**config.mk**
```make
export PLATFORM = sky130hd
export DESIGN_NAME = npc_gen_btb
export DESIGN_NICKNAME = d
export VERILOG_FILES = /design/src/rtl/npc_pkg.sv /design/src/rtl/btb_dm.sv /design/src/rtl/npc_gen_btb.sv
export SDC_FILE = /design/constraint.sdc
export NUM_CORES = 1
export LEC_CHECK = 0
export BUFFER_PORTS_ARGS = -buffer_cell sky130_fd_sc_hd__buf_4
export CORE_UTILIZATION = 60
export CTS_CLUSTER_SIZE = 28
export DETAILED_ROUTE_END_ITERATION = 10
export PLACE_DENSITY_LB_ADDON = 0.1
export SLEW_MARGIN = 20
export SYNTH_ARGS = -nofsm -noshare
export SYNTH_HDL_FRONTEND = slang
export SYNTH_SLANG_ARGS = --single-unit
```
**constraint.sdc**
```tcl
create_clock -name clk -period 9.5 [get_ports clk]
set_input_delay 1.425 -clock clk [delete_from_list [all_inputs] [get_ports clk]]
set_output_delay 1.425 -clock clk [all_outputs]
set_load 0.05 [all_outputs]
```
**src/rtl/npc_pkg.sv**
```systemverilog
// Shared types and BTB geometry helpers for the next-PC generator.
package npc_pkg;

    // Source of the next fetch PC, reported on pc_sel.
    typedef enum logic [2:0] {
        SEL_SEQ  = 3'd0,
        SEL_BTB  = 3'd1,
        SEL_JAL  = 3'd2,
        SEL_EX   = 3'd3,
        SEL_TRAP = 3'd4,
        SEL_HOLD = 3'd5
    } npc_sel_e;

    // Index width of a direct-mapped BTB with the given depth.
    function automatic int unsigned btb_idx_w(input int unsigned entries);
        return $clog2(entries);
    endfunction

    // Tag width: PC bits above the index and the 2-bit word offset.
    function automatic int unsigned btb_tag_w(input int unsigned xlen, input int unsigned entries);
        return xlen - btb_idx_w(entries) - 2;
    endfunction

    // Index field pc[idx_w+1:2], right-aligned.
    function automatic logic [63:0] btb_idx(input logic [63:0] pc, input int unsigned idx_w);
        return (pc >> 2) & ((64'd1 << idx_w) - 64'd1);
    endfunction

    // Tag field pc[XLEN-1:idx_w+2], right-aligned.
    function automatic logic [63:0] btb_tag(input logic [63:0] pc, input int unsigned idx_w);
        return pc >> (idx_w + 2);
    endfunction

endpackage

```
**src/rtl/btb_dm.sv**
```systemverilog
// Direct-mapped branch target buffer: combinational lookup, synchronous
// install/invalidate, synchronous active-low clear of the valid bits.
module btb_dm
    import npc_pkg::*;
#(
    parameter int unsigned XLEN    = 32,
    parameter int unsigned ENTRIES = 16
) (
    input  logic            clk,
    input  logic            rst_n,
    input  logic [XLEN-1:0] rd_pc,
    output logic            rd_hit,
    output logic [XLEN-1:0] rd_target,
    input  logic            wr_en,
    input  logic [XLEN-1:0] wr_pc,
    input  logic            wr_taken,
    input  logic [XLEN-1:0] wr_target
);

    localparam int unsigned IDX_W = btb_idx_w(ENTRIES);
    localparam int unsigned TAG_W = btb_tag_w(XLEN, ENTRIES);

    logic [ENTRIES-1:0] valid_q, valid_d;
    logic [TAG_W-1:0]   tag_q [ENTRIES];
    logic [TAG_W-1:0]   tag_d [ENTRIES];
    logic [XLEN-1:0]    tgt_q [ENTRIES];
    logic [XLEN-1:0]    tgt_d [ENTRIES];

    logic [IDX_W-1:0] rd_idx, wr_idx;
    logic [TAG_W-1:0] rd_tag, wr_tag;

    assign rd_idx = IDX_W'(btb_idx(64'(rd_pc), IDX_W));
    assign rd_tag = TAG_W'(btb_tag(64'(rd_pc), IDX_W));
    assign wr_idx = IDX_W'(btb_idx(64'(wr_pc), IDX_W));
    assign wr_tag = TAG_W'(btb_tag(64'(wr_pc), IDX_W));

    // Lookup reads registered state, so a same-cycle write is not visible yet.
    always_comb begin
        rd_hit    = valid_q[rd_idx] && (tag_q[rd_idx] == rd_tag);
        rd_target = rd_hit ? tgt_q[rd_idx] : '0;
    end

    // Next-state of the arrays: install on taken, invalidate only on tag match.
    always_comb begin
        valid_d = valid_q;
        tag_d   = tag_q;
        tgt_d   = tgt_q;
        if (wr_en) begin
            if (wr_taken) begin
                valid_d[wr_idx] = 1'b1;
                tag_d[wr_idx]   = wr_tag;
                tgt_d[wr_idx]   = wr_target;
            end else if (tag_q[wr_idx] == wr_tag) begin
                valid_d[wr_idx] = 1'b0;
            end
        end
    end

    // Valid bits: reset wins over any write in the same cycle.
    always_ff @(posedge clk) begin
        if (!rst_n) begin
            valid_q <= '0;
        end else begin
            valid_q <= valid_d;
        end
    end

    // Tag/target payload needs no reset; it is qualified by valid.
    always_ff @(posedge clk) begin
        tag_q <= tag_d;
        tgt_q <= tgt_d;
    end

endmodule

```
**src/rtl/npc_gen_btb.sv**
```systemverilog
// Next-PC generator: fetch PC register, fixed-priority next-PC mux and BTB.
module npc_gen_btb
    import npc_pkg::*;
#(
    parameter int unsigned     XLEN        = 32,
    parameter logic [XLEN-1:0] RESET_PC    = '0,
    parameter int unsigned     BTB_ENTRIES = 16
) (
    input  logic            clk,
    input  logic            rst_n,
    input  logic            stall,
    input  logic            trap,
    input  logic [XLEN-1:0] trap_target,
    input  logic            ex_redirect,
    input  logic [XLEN-1:0] ex_target,
    input  logic            jal,
    input  logic [XLEN-1:0] jal_target,
    input  logic            btb_upd,
    input  logic [XLEN-1:0] btb_upd_pc,
    input  logic            btb_upd_taken,
    input  logic [XLEN-1:0] btb_upd_target,
    output logic [XLEN-1:0] pc,
    output logic            pred_taken,
    output logic [XLEN-1:0] pred_target,
    output npc_sel_e        pc_sel
);

    logic [XLEN-1:0] pc_q, pc_d;
    logic [XLEN-1:0] npc_raw;

    btb_dm #(
        .XLEN    (XLEN),
        .ENTRIES (BTB_ENTRIES)
    ) u_btb (
        .clk       (clk),
        .rst_n     (rst_n),
        .rd_pc     (pc_q),
        .rd_hit    (pred_taken),
        .rd_target (pred_target),
        .wr_en     (btb_upd),
        .wr_pc     (btb_upd_pc),
        .wr_taken  (btb_upd_taken),
        .wr_target (btb_upd_target)
    );

    // Fixed-priority source select; trap and EX redirect override stall.
    always_comb begin
        pc_sel  = SEL_SEQ;
        npc_raw = pc_q + XLEN'(4);
        if (trap) begin
            pc_sel  = SEL_TRAP;
            npc_raw = trap_target;
        end else if (ex_redirect) begin
            pc_sel  = SEL_EX;
            npc_raw = ex_target;
        end else if (stall) begin
            pc_sel  = SEL_HOLD;
            npc_raw = pc_q;
        end else if (jal) begin
            pc_sel  = SEL_JAL;
            npc_raw = jal_target;
        end else if (pred_taken) begin
            pc_sel  = SEL_BTB;
            npc_raw = pred_target;
        end
        // Fetch is always word aligned.
        pc_d = {npc_raw[XLEN-1:2], 2'b00};
    end

    // Fetch PC register.
    always_ff @(posedge clk) begin
        if (!rst_n) begin
            pc_q <= RESET_PC;
        end else begin
            pc_q <= pc_d;
        end
    end

    assign pc = pc_q;

endmodule

```
Yosys cells after proc, flatten, opt, wreduce, memory -nomap -nowiden
Cells that the tools add are included.
{"block": "totals", "register_bits": 976, "input_bits": 168, "out_inout_bits": 68, "wordCells": 88}
{"block": "op_classes", "addsub": 1, "order_cmp": 6, "eq_ne": 3, "muxes": 32, "bitwise": 5, "reduce_logical": 6}
{"operator": "$bwmux W512", "count": 1}
{"operator": "$bwmux W416", "count": 1}
{"operator": "$mux W32", "count": 9}
{"operator": "$bmux W26 S4", "count": 2}
{"operator": "$mux W26", "count": 5}
{"operator": "$bmux W32 S4", "count": 1}
{"operator": "$demux W32 S4", "count": 1}
{"operator": "$demux W26 S4", "count": 1}
{"operator": "$eq A26 B26 Y1", "count": 2}
{"operator": "$add A32 B3 Y32 const B", "count": 1}
{"operator": "$mux W16", "count": 2}
{"operator": "$and A16 B16 Y16", "count": 1}
{"operator": "$not A16 Y16", "count": 1}
{"operator": "$or A16 B16 Y16", "count": 1}
{"operator": "$ge A5 B5 Y1 const B", "count": 2}
{"operator": "$lt A4 B5 Y1 const B", "count": 2}
{"operator": "$not A4 Y5", "count": 2}
{"operator": "$mux W3", "count": 3}
{"operator": "$lt A5 B1 Y1 const B", "count": 1}
{"operator": "$bmux W1 S4", "count": 1}
{"operator": "$demux W1 S4", "count": 1}
{"operator": "$ge A4 B1 Y1 const B", "count": 1}
{"operator": "$reduce_and A2 Y1", "count": 2}
{"operator": "$logic_and A1 B1 Y1", "count": 3}
{"operator": "4 further kinds", "count": 6}

Longest topological paths before layout
Gate-level depths: netlist (run 1).
{"block": "logic_depth", "ltp_word": 12, "depth_mapped": 17, "mapped_depth_nobuf": 10}

By module
Synthesis (run 1) repeated with hierarchy kept, for this count alone.
{"block": "hier_totals", "cells_unflattened": 2312, "area_unflattened_um2": 43325.3}
{"module": "btb_dm", "n_inst": 1, "cells_each": 1908, "area_per_inst_um2": 40467.6, "seq_area_each_um2": 28187.0}
{"module": "npc_gen_btb", "n_inst": 1, "cells_each": 404, "area_per_inst_um2": 2857.7, "seq_area_each_um2": 600.6}

Worst setup path after synthesis (run 1)
No wires, ideal clock.
{"block": "synth_timing", "path_type": "input-to-reg", "startpoint": "in btb_upd_pc[2]", "endpoint": "reg u_btb.tag_q[364] (netlist name), enable pin", "setup_time_ns": 0.549, "arrival_time_ns": 6.941, "required_time_ns": 8.951, "slack_ns": 2.010, "cell_stages": 6, "n_path_buf": 4, "path_cell_list": "clkbuf_1 > buf_2 > buf_1 > clkbuf_1 > nand4b_1 > nor3_1"}
{"item": "start, declared", "line_no": "npc_gen_btb.sv:19", "source": "input logic [XLEN-1:0] btb_upd_pc,"}
{"item": "end signal, assigned", "line_no": "btb_dm.sv:70", "source": "tag_q <= tag_d;"}
{"item": "end, declared", "line_no": "btb_dm.sv:24", "source": "logic [TAG_W-1:0] tag_q [ENTRIES];"}

Worst setup path after layout (run 1)
{"block": "layout_timing", "startpoint": "reg pc_q[2], in the netlist pc[2]", "endpoint": "out pc_sel[0]"}
{"block": "layout_via", "elab_chain_len": 11, "elab_cells_between_ends": 13, "classes_between": "eq/ne: 1; mux: 10; bitwise: 1; reduce/logical: 1"}
{"item": "start, declared", "line_no": "npc_gen_btb.sv:28", "source": "logic [XLEN-1:0] pc_q, pc_d;"}
{"item": "start signal, assigned", "line_no": "npc_gen_btb.sv:75", "source": "pc_q <= pc_d;"}
{"item": "$not A4 Y5 (implied by the code)", "line_no": "btb_dm.sv:39", "source": "rd_hit = valid_q[rd_idx] && (tag_q[rd_idx] == rd_tag);"}
{"item": "$bmux W26 S4", "line_no": "btb_dm.sv:39"}
{"item": "$mux W26 (implied by the code) (2 in a row)", "line_no": "btb_dm.sv:39"}
{"item": "$eq A26 B26 Y1", "line_no": "btb_dm.sv:39"}
{"item": "$logic_and A1 B1 Y1 *", "line_no": "btb_dm.sv:39"}
{"item": "$mux W1 *", "line_no": "npc_gen_btb.sv:62", "source": "end else if (pred_taken) begin"}
{"item": "$mux W2 *", "line_no": "npc_gen_btb.sv:59", "source": "end else if (jal) begin"}
{"item": "$mux W3 *", "line_no": "npc_gen_btb.sv:56", "source": "end else if (stall) begin"}
{"item": "$mux W3 *", "line_no": "npc_gen_btb.sv:53", "source": "end else if (ex_redirect) begin"}
{"item": "$mux W3 *", "line_no": "npc_gen_btb.sv:50", "source": "if (trap) begin"}
{"item": "end, declared", "line_no": "npc_gen_btb.sv:25", "source": "output npc_sel_e pc_sel"}
Mark *: on every way between the ends. The rest lies on a longest branch, timed or not. The select of a mux whose other input is x is not followed.

==> results of run 1 <==
-- Yosys cell counts (all sizes together) (8+ instances only) --
cell / count / area share (%)
a21oi: 76 / 0.88
xor2: 16 / 0.33
and2: 41 / 0.60
nand2b: 13 / 0.19
nor2b: 9 / 0.13
clkbuf: 89 / 0.78
nor4: 8 / 0.12
o31ai: 19 / 0.33
mux2i: 69 / 1.6
dfxtp: 46 / 2.1
xnor2: 53 / 1.1
nand4: 14 / 0.20
mux2: 10 / 0.26
nand2: 115 / 1.0
edfxtp: 928 / 65
mux4: 381 / 20
inv: 14 / 0.12
nor2: 85 / 0.74
nor3: 48 / 0.56
buf: 76 / 1.1
a22oi: 17 / 0.30
o21ai: 64 / 0.74
nand3: 15 / 0.17
-- kinds of logic (layout without fill, tap and decap cells) --
family / Yosys count / in the layout / share of synthesized area, %
AO/OA/AOI/OAI: 246 / 246 / 3.61
buffers and inverters: 179 / 482 / 1.99
flip-flops: 974 / 974 / 67.0
XOR/XNOR: 69 / 69 / 1.41
adder cells (fa/ha/maj): 1 / 1 / 0.0291
multiplexers: 460 / 460 / 21.8
other: 1 / 5 / 0.00872
AND/OR/NAND/NOR: 372 / 372 / 4.18
-- critical path, cell delays in order, from the launching register on --
cell	delay [ps]
dfxtp_4	740
buf_4	500
nor2b_1	960
a22o_1	310
nor3_1	70
o31ai_1	460
o2111ai_1	180
nor4_1	320
nor4b_4	340
buf_12	340
nand2_1	100
a21oi_1	450
buf_4	300
-- final cells by class --
class,count,share of cell area (%)
diodes,3,0.0153
clock buffers,125,5.25
clock inverters,60,1.45
inverters,14,0.110
multi-input cells,1150,27.5
flip-flops and latches,974,58.8
well taps,940,2.40
repair buffers,283,4.45
-- metrics by stage --
stage	util, %	hold WS, ps	setup slack (ps)
floorplan	-	472	2010
global placement	64.8	446	2960
detailed placement	64.8	450	2880
CTS	69.5	463	2130
global route	69.5	490	2040
finish	69.5	463	2170
-- state kept, by name, summed over array words and instances (netlist names), named ones only --
name         flops
pc              30
u_btb.tag_q    416
u_btb.tgt_q    512
-- per-layer routing --
layer  track usage (%)  share of wire, %
met5                 0             0.014
met2              52.8                48
met3              7.79                11
met4              12.3               3.9
met1              47.6                37
-- final timing paths --
path	startpoint	endpoint	cells past startpoint
setup / recovery	pc[2]	pc_sel[0]	12
hold / removal	pc[23]	pc[23]	2
hold reg to reg	pc[23]	pc[23]	2
setup reg to reg	pc[2]	pc[28]	12
-- power by group through the flow --
stage | combinational, mW | clock [mW] | sequential [mW]
after floorplan | 0.539 | 0 | 4.90
after global placement | 0.847 | 0 | 4.91
after detailed placement | 0.859 | 0 | 4.92
after CTS | 0.864 | 3.93 | 4.83
after global routing | 0.911 | 4.10 | 4.83
final | 0.870 | 3.90 | 4.83
==> metrics.md, run 1 <==
| Metric | Value |
|---|---|
| Minimum clock period after layout | `7330 ps` |
| Switch Pwr | `2.23 mW` |
| H-tree Lvls | `3` |
| Worst slew pin tran | `approximately 1100 ps` |
| Clock network fraction of total power | `40.6%` |
| Internal Power | `7.38 mW` |
| Sequential fraction of the synthesis area | `approximately two thirds` |
| Switching Fraction | `23.2%` |
| WP data arrival | `between 5000 and 6000 ps` |
| Area of the mapped netlist | `~43000 µm²` |
| Crit Path Max Fanout | `between 60 and 70` |
| First-pass detailed-route iteration total | `5` |
| Flop pwr share | `50.3%` |
| Setup TNS Final | `0 ps` |
| Asr flop ratio synth | `0%` |
| Vias | `25100` |
| IO Port Bufs | `225` |
| Crit path required time | `about 8100 ps` |
| Pins Over Slew Limit | `0` |
| Logic pwr share | `9.1%` |
| Largest net degree at the start of global routing | `71` |
| Hold Crit Class | `flop to flop` |
| R2r setup slk | `a little over 4000 ps` |
| Area delta synth->final | `14.0%` |
| Num CTS Buffers | `98` |
| Initial DRC Count | `about 3300` |
| Finish-stage setup viols | `0` |
| Layout Skew | `32.0 ps` |
| Core Area | `slightly above 70000 µm²` |
| Fin crit share | `77.1%` |
| Routability cong. | `roughly 0.96` |
| Clock Tree Root | `clkbuf_16` |
| Layout cells sized above 1 | `32.5%` |
| Hpwl dp | `72100 µm` |
| Max-cap violation count | `0` |
| Startpoint types | `flop` |
| Synthesized flop and latch total | `about 970` |
| Multi-input logic area | `around 13000 µm²` |
| Setup crit end kind | `primary output` |
| Max_slew headroom | `23.5%` |
| Lkg Pwr | `15.6 nW` |
| Die ar. | `72700 µm²` |
| Cells resized by post-CTS repair | `0` |
| Hold Buf Count CTS | `0` |
| Setup CP Type | `flop to primary output` |
| Row cnt | `97` |
| # IOs | `236` |
| Filler cell count | `4418` |
| GRT Resource Usage Total | `between 30% and 40%` |
| DRT Wirelength | `122000 µm` |
| Commonest non-fill, non-tap cell in the layout | `edfxtp_1` |
| Final Hold Vio Count | `0` |
| CTS clk-pin slew, worst paths | `around 60 ps` |
| Most frequent cells in the layout | `edfxtp_1, mux4_2, buf_4` |
| Total Power | `9.60 mW` |
| VDD IR max | `0.000177 V` |
| Initial Utilization | `between 60 and 70%` |
| Total grt overflow | `0` |
| Yosys cell types | `66` |
| FMAX | `0.136 GHz` |
| Placed Area | `roughly 46000 µm²` |
| Sequential cell area | `28800 µm²` |
| First-pass GRT wire length | `175000 µm` |
| Antenna violations before repair | `3` |
| EDFF count, synth | `928` |
| Die X | `approximately 270 µm` |
| Outcome | `finished clean` |
| Setup Fix Bufs, Post-CTS | `0` |
| Worst skew pair latency | `680 ps` |
| Via-per-instance ratio | `slightly above 7` |
| CTS tree | `built` |
| CTS sink count | `974` |
| DRT antenna net count | `0` |
| Routed wire per std cell | `34.4 µm` |
| Dpl cells | `3361` |
| Mapped Cells | `2302` |
| Post-Syn Area per Cell | `around 19 µm²` |
| Clock Tree Buf Depth | `3` |
| Post-route cell area | `49000 µm²` |
| Die Ht | `between 200 and 300 µm` |
| RSZ-0062 raised after global routing | `false` |
| Top_reg_cell synth | `edfxtp_1` |
| Yosys warnings | `0` |
| NumNets Final | `between 2000 and 3000` |
| Finished Layout Cells | `3549` |
| Remaining DRCs | `0` |
| Vias in the first global route | `25100` |
| Pwr dens | `196 nW/µm²` |
No activity file was read; power rests on OpenSTA's default activity.
==> inputs of run 2 (changes only) <==
--- a/config.mk
+++ b/config.mk
@@ -5,8 +5,9 @@
 export SDC_FILE = /design/constraint.sdc
 export NUM_CORES = 1
 export LEC_CHECK = 0
+export ABC_AREA = 1
 export BUFFER_PORTS_ARGS = -buffer_cell sky130_fd_sc_hd__buf_4
-export CORE_UTILIZATION = 60
+export CORE_UTILIZATION = 56
 export CTS_CLUSTER_SIZE = 28
 export DETAILED_ROUTE_END_ITERATION = 10
 export PLACE_DENSITY_LB_ADDON = 0.1
==> constraint.sdc (replaced) <==
create_clock -name clk -period 6.1 [get_ports clk]
set_input_delay 0.915 -clock clk [delete_from_list [all_inputs] [get_ports clk]]
set_output_delay 0.915 -clock clk [all_outputs]
set_load 0.05 [all_outputs]
==> run 2 against run 1 <==
  * Power is 60% higher
  * First-iteration DRC count increased by 37%
  * Critical path depth grew 2
==> metrics.md, run 2 <==
| Metric | Value |
|---|---|
| Hold Crit Class | `flop to flop` |
| EDFF count, synth | `928` |
| Outcome | `finished clean` |
| CP Depth | `14` |
| GRT Resource Usage Total | `35.1%` |
| Switch Pwr | `3.96 mW` |
| Hpwl dp | `81500 µm` |
| Multi-input logic area | `13800 µm²` |
| # IOs | `between 200 and 250` |
| Max-cap violation count | `0` |
| RSZ-0062 raised after global routing | `false` |
| Crit Path Max Fanout | `25` |
| Top reg by flops | `u_btb.tgt_q` |
| Die X | `286 µm` |
| Synthesized flop and latch total | `974` |
| Die Ht | `286 µm` |
| Cells resized by post-CTS repair | `0` |
| Pins Over Slew Limit | `0` |
| Mapped Cells | `about 4500` |
| Critical-path top delay cell | `dfxtp_1` |
| FMAX | `approximately 0.18 GHz` |
| Sequential cell area | `28800 µm²` |
| WP data arrival | `roughly 4600 ps` |
| Setup Fix Bufs, Post-CTS | `0` |
| Finished Core Util | `64.1%` |
| Most frequent cells after synthesis | `nand2_1, edfxtp_1, nor2_1` |
| Worst path top cell family by delay | `simple AND/OR/NAND/NOR gates` |
| Commonest non-fill, non-tap cell in the layout | `nand2_1` |
| Largest net degree at the start of global routing | `227` |
| Vias in the first global route | `33100` |
| Top post-synthesis cells by area | `edfxtp_1, nand2_1, nand3_1` |
| Hold Slack | `about 460 ps` |
| Finish-stage setup viols | `0` |
| Top_reg_cell synth | `edfxtp_1` |
| Startpoint types | `flop` |
| Final Hold Vio Count | `0` |
| Internal Power | `11.4 mW` |
| Max_slew headroom | `about a fifth` |
| Clock network fraction of total power | `39.5%` |
| Crit path required time | `5180 ps` |
| First-pass GRT wire length | `212000 µm` |
| Area of the mapped netlist | `45200 µm²` |
| Yosys warnings | `0` |
| Lkg Pwr | `roughly 20 nW` |
| Most frequent cells in the layout | `nand2_1, edfxtp_1, nor2_1` |
| Setup CP Type | `flop to primary output` |
| Hold path depth | `2` |
| Routed wire per std cell | `25.2 µm` |
| Layout cells sized above 1 | `11.0%` |
| Setup crit end kind | `primary output` |
| Via-per-instance ratio | `6.14` |
| DRT antenna net count | `0` |
| DRT Wirelength | `146000 µm` |
| Layout Skew | `41.9 ps` |
| Max reg flops | `512` |
| Num CTS Buffers | `around 100` |
| Yosys cell types | `45` |
| IO Port Bufs | `225` |
| Bufs and invs on worst path | `5` |
| Clock Tree Buf Depth | `3` |
| Worst slew pin tran | `1180 ps` |
| Hold Buf Count CTS | `0` |
| Fin crit share | `90.2%` |
| Pwr dens | `around 300 nW/µm²` |
| Core Area | `79400 µm²` |
| Vias | `around 36000` |
| Die ar. | `81900 µm²` |
| Filler cell count | `about 6300` |
| Routability cong. | `0.966` |
| CTS clk-pin slew, worst paths | `60 ps` |
| Worst skew pair latency | `690 ps` |
| H-tree Lvls | `3` |
| CTS tree | `built` |
| Sequential fraction of the synthesis area | `63.7%` |
| Row cnt | `103` |
| Minimum clock period after layout | `5500 ps` |
| NumNets Final | `4824` |
| Crit path largest cell delay | `about 570 ps` |
| CTS sink count | `~1000` |
| First-pass detailed-route iteration total | `6` |
| Area delta synth->final | `12.6%` |
| Remaining DRCs | `0` |
| Post-Syn Area per Cell | `9.95 µm²` |
| Setup TNS Final | `0 ps` |
| Initial Utilization | `between 50% and 60%` |
| Clock Tree Root | `clkbuf_16` |
| Asr flop ratio synth | `0%` |
| Crit path cell chain | `nand2_2, inv_2, buf_4, nand2_1, nand2_1, inv_1, nand3_1, nand4_1, nor4_1, nand2_2, nor2_4, inv_2, nor2_2, buf_4` |
| Switching Fraction | `25.8%` |
| Total grt overflow | `0` |
| Count leader, synth | `nand2_1` |
| Logic pwr share | `11.7%` |
| Antenna violations before repair | `5` |
| VDD IR max | `0.000309 V` |
| Top cell type by total area after synthesis | `edfxtp_1` |
| Initial DRC Count | `4511` |
| Top cell type's share of synthesized area | `61.6%` |
| Flop pwr share | `48.8%` |
| R2R cell count | `21` |
[run 2: changes by cell type after synthesis, moves of 49 or more]
cell,before,now
a21oi_1,76,311
a22oi_1,17,156
a32o_1,1,51
buf_2,26,89
inv_1,13,351
mux2i_1,69,0
mux4_2,381,0
nand2_1,115,1212
nand3_1,15,323
nor2_1,85,381
o21ai_0,64,200
o22ai_1,7,71
xnor2_1,53,4
[run 2: logic make-up after synthesis]
| kind of cell | count (synthesis) | synth area share (%) |
|---|---|---|
| buffers and inverters | 658 | 5.96 |
| DFF | 974 | 63.7 |
| and+or+nand+nor | 2003 | 18.0 |
| AOI/OAI and AO/OA | 873 | 11.6 |
| xor gates and xnor gates | 35 | 0.678 |
| adders and majority gates | 1 | 0.0277 |
| other | 1 | 0.00830 |
[run 2: layout make-up]
type                    count  share of cell area, %
multi-input cells        2914                   27.0
well taps                1050                   2.58
repair buffers            294                   4.58
diodes                      2                0.00983
clock inverters            63                   1.24
flip-flops and latches    974                   56.6
clock buffers             120                   5.10
inverters                 372                   2.85
[run 2: worst min-delay path, cell delays in order (launching register included)]
cell	delay (ps)
dfxtp_1	310
nand2_1	60
a21oi_1	50
[run 2: path summary, 6_finish.rpt]
kind	start	end	slack, ps
setup / recovery	pc[5]	pred_target[25]	600
hold / removal	flop	flop	460
setup reg to reg	pc[2]	pc[21]	1320
hold reg to reg	flop	flop	460
[run 2: per-stage QoR]
step / total power, mW / setup slack, ps / instance area, µm² / cells
6_report: 15.3 / 596 / 50900 / 5789
3_3_place_gp: 9.35 / 1450 / 47700 / 5604
3_5_place_dp: 9.37 / 1390 / 47700 / 5604
4_1_cts: 15.3 / 677 / 50900 / 5787
2_1_floorplan: 8.65 / 1300 / 45200 / 4546
5_1_grt: 15.8 / 413 / 50900 / 5789
[run 2: power by group through the flow]
stage	registers [mW]	clock network (mW)	logic (mW)
after floorplan	7.65	0	1.01
after global placement	7.62	0	1.73
after detailed placement	7.63	0	1.74
after CTS	7.49	6.09	1.75
after global routing	7.49	6.35	1.91
final	7.49	6.06	1.79
[run 2: layer usage]
metal | global-route usage, % | vias to the layer above | share of wire [%]
li1 | - | 16000 | -
met2 | 55.0 | 2176 | 46
met5 | 0 | - | 0.022
met1 | 46.9 | 17000 | 38
met3 | 6.30 | 413 | 11
met4 | 19.0 | 6 | 6.0
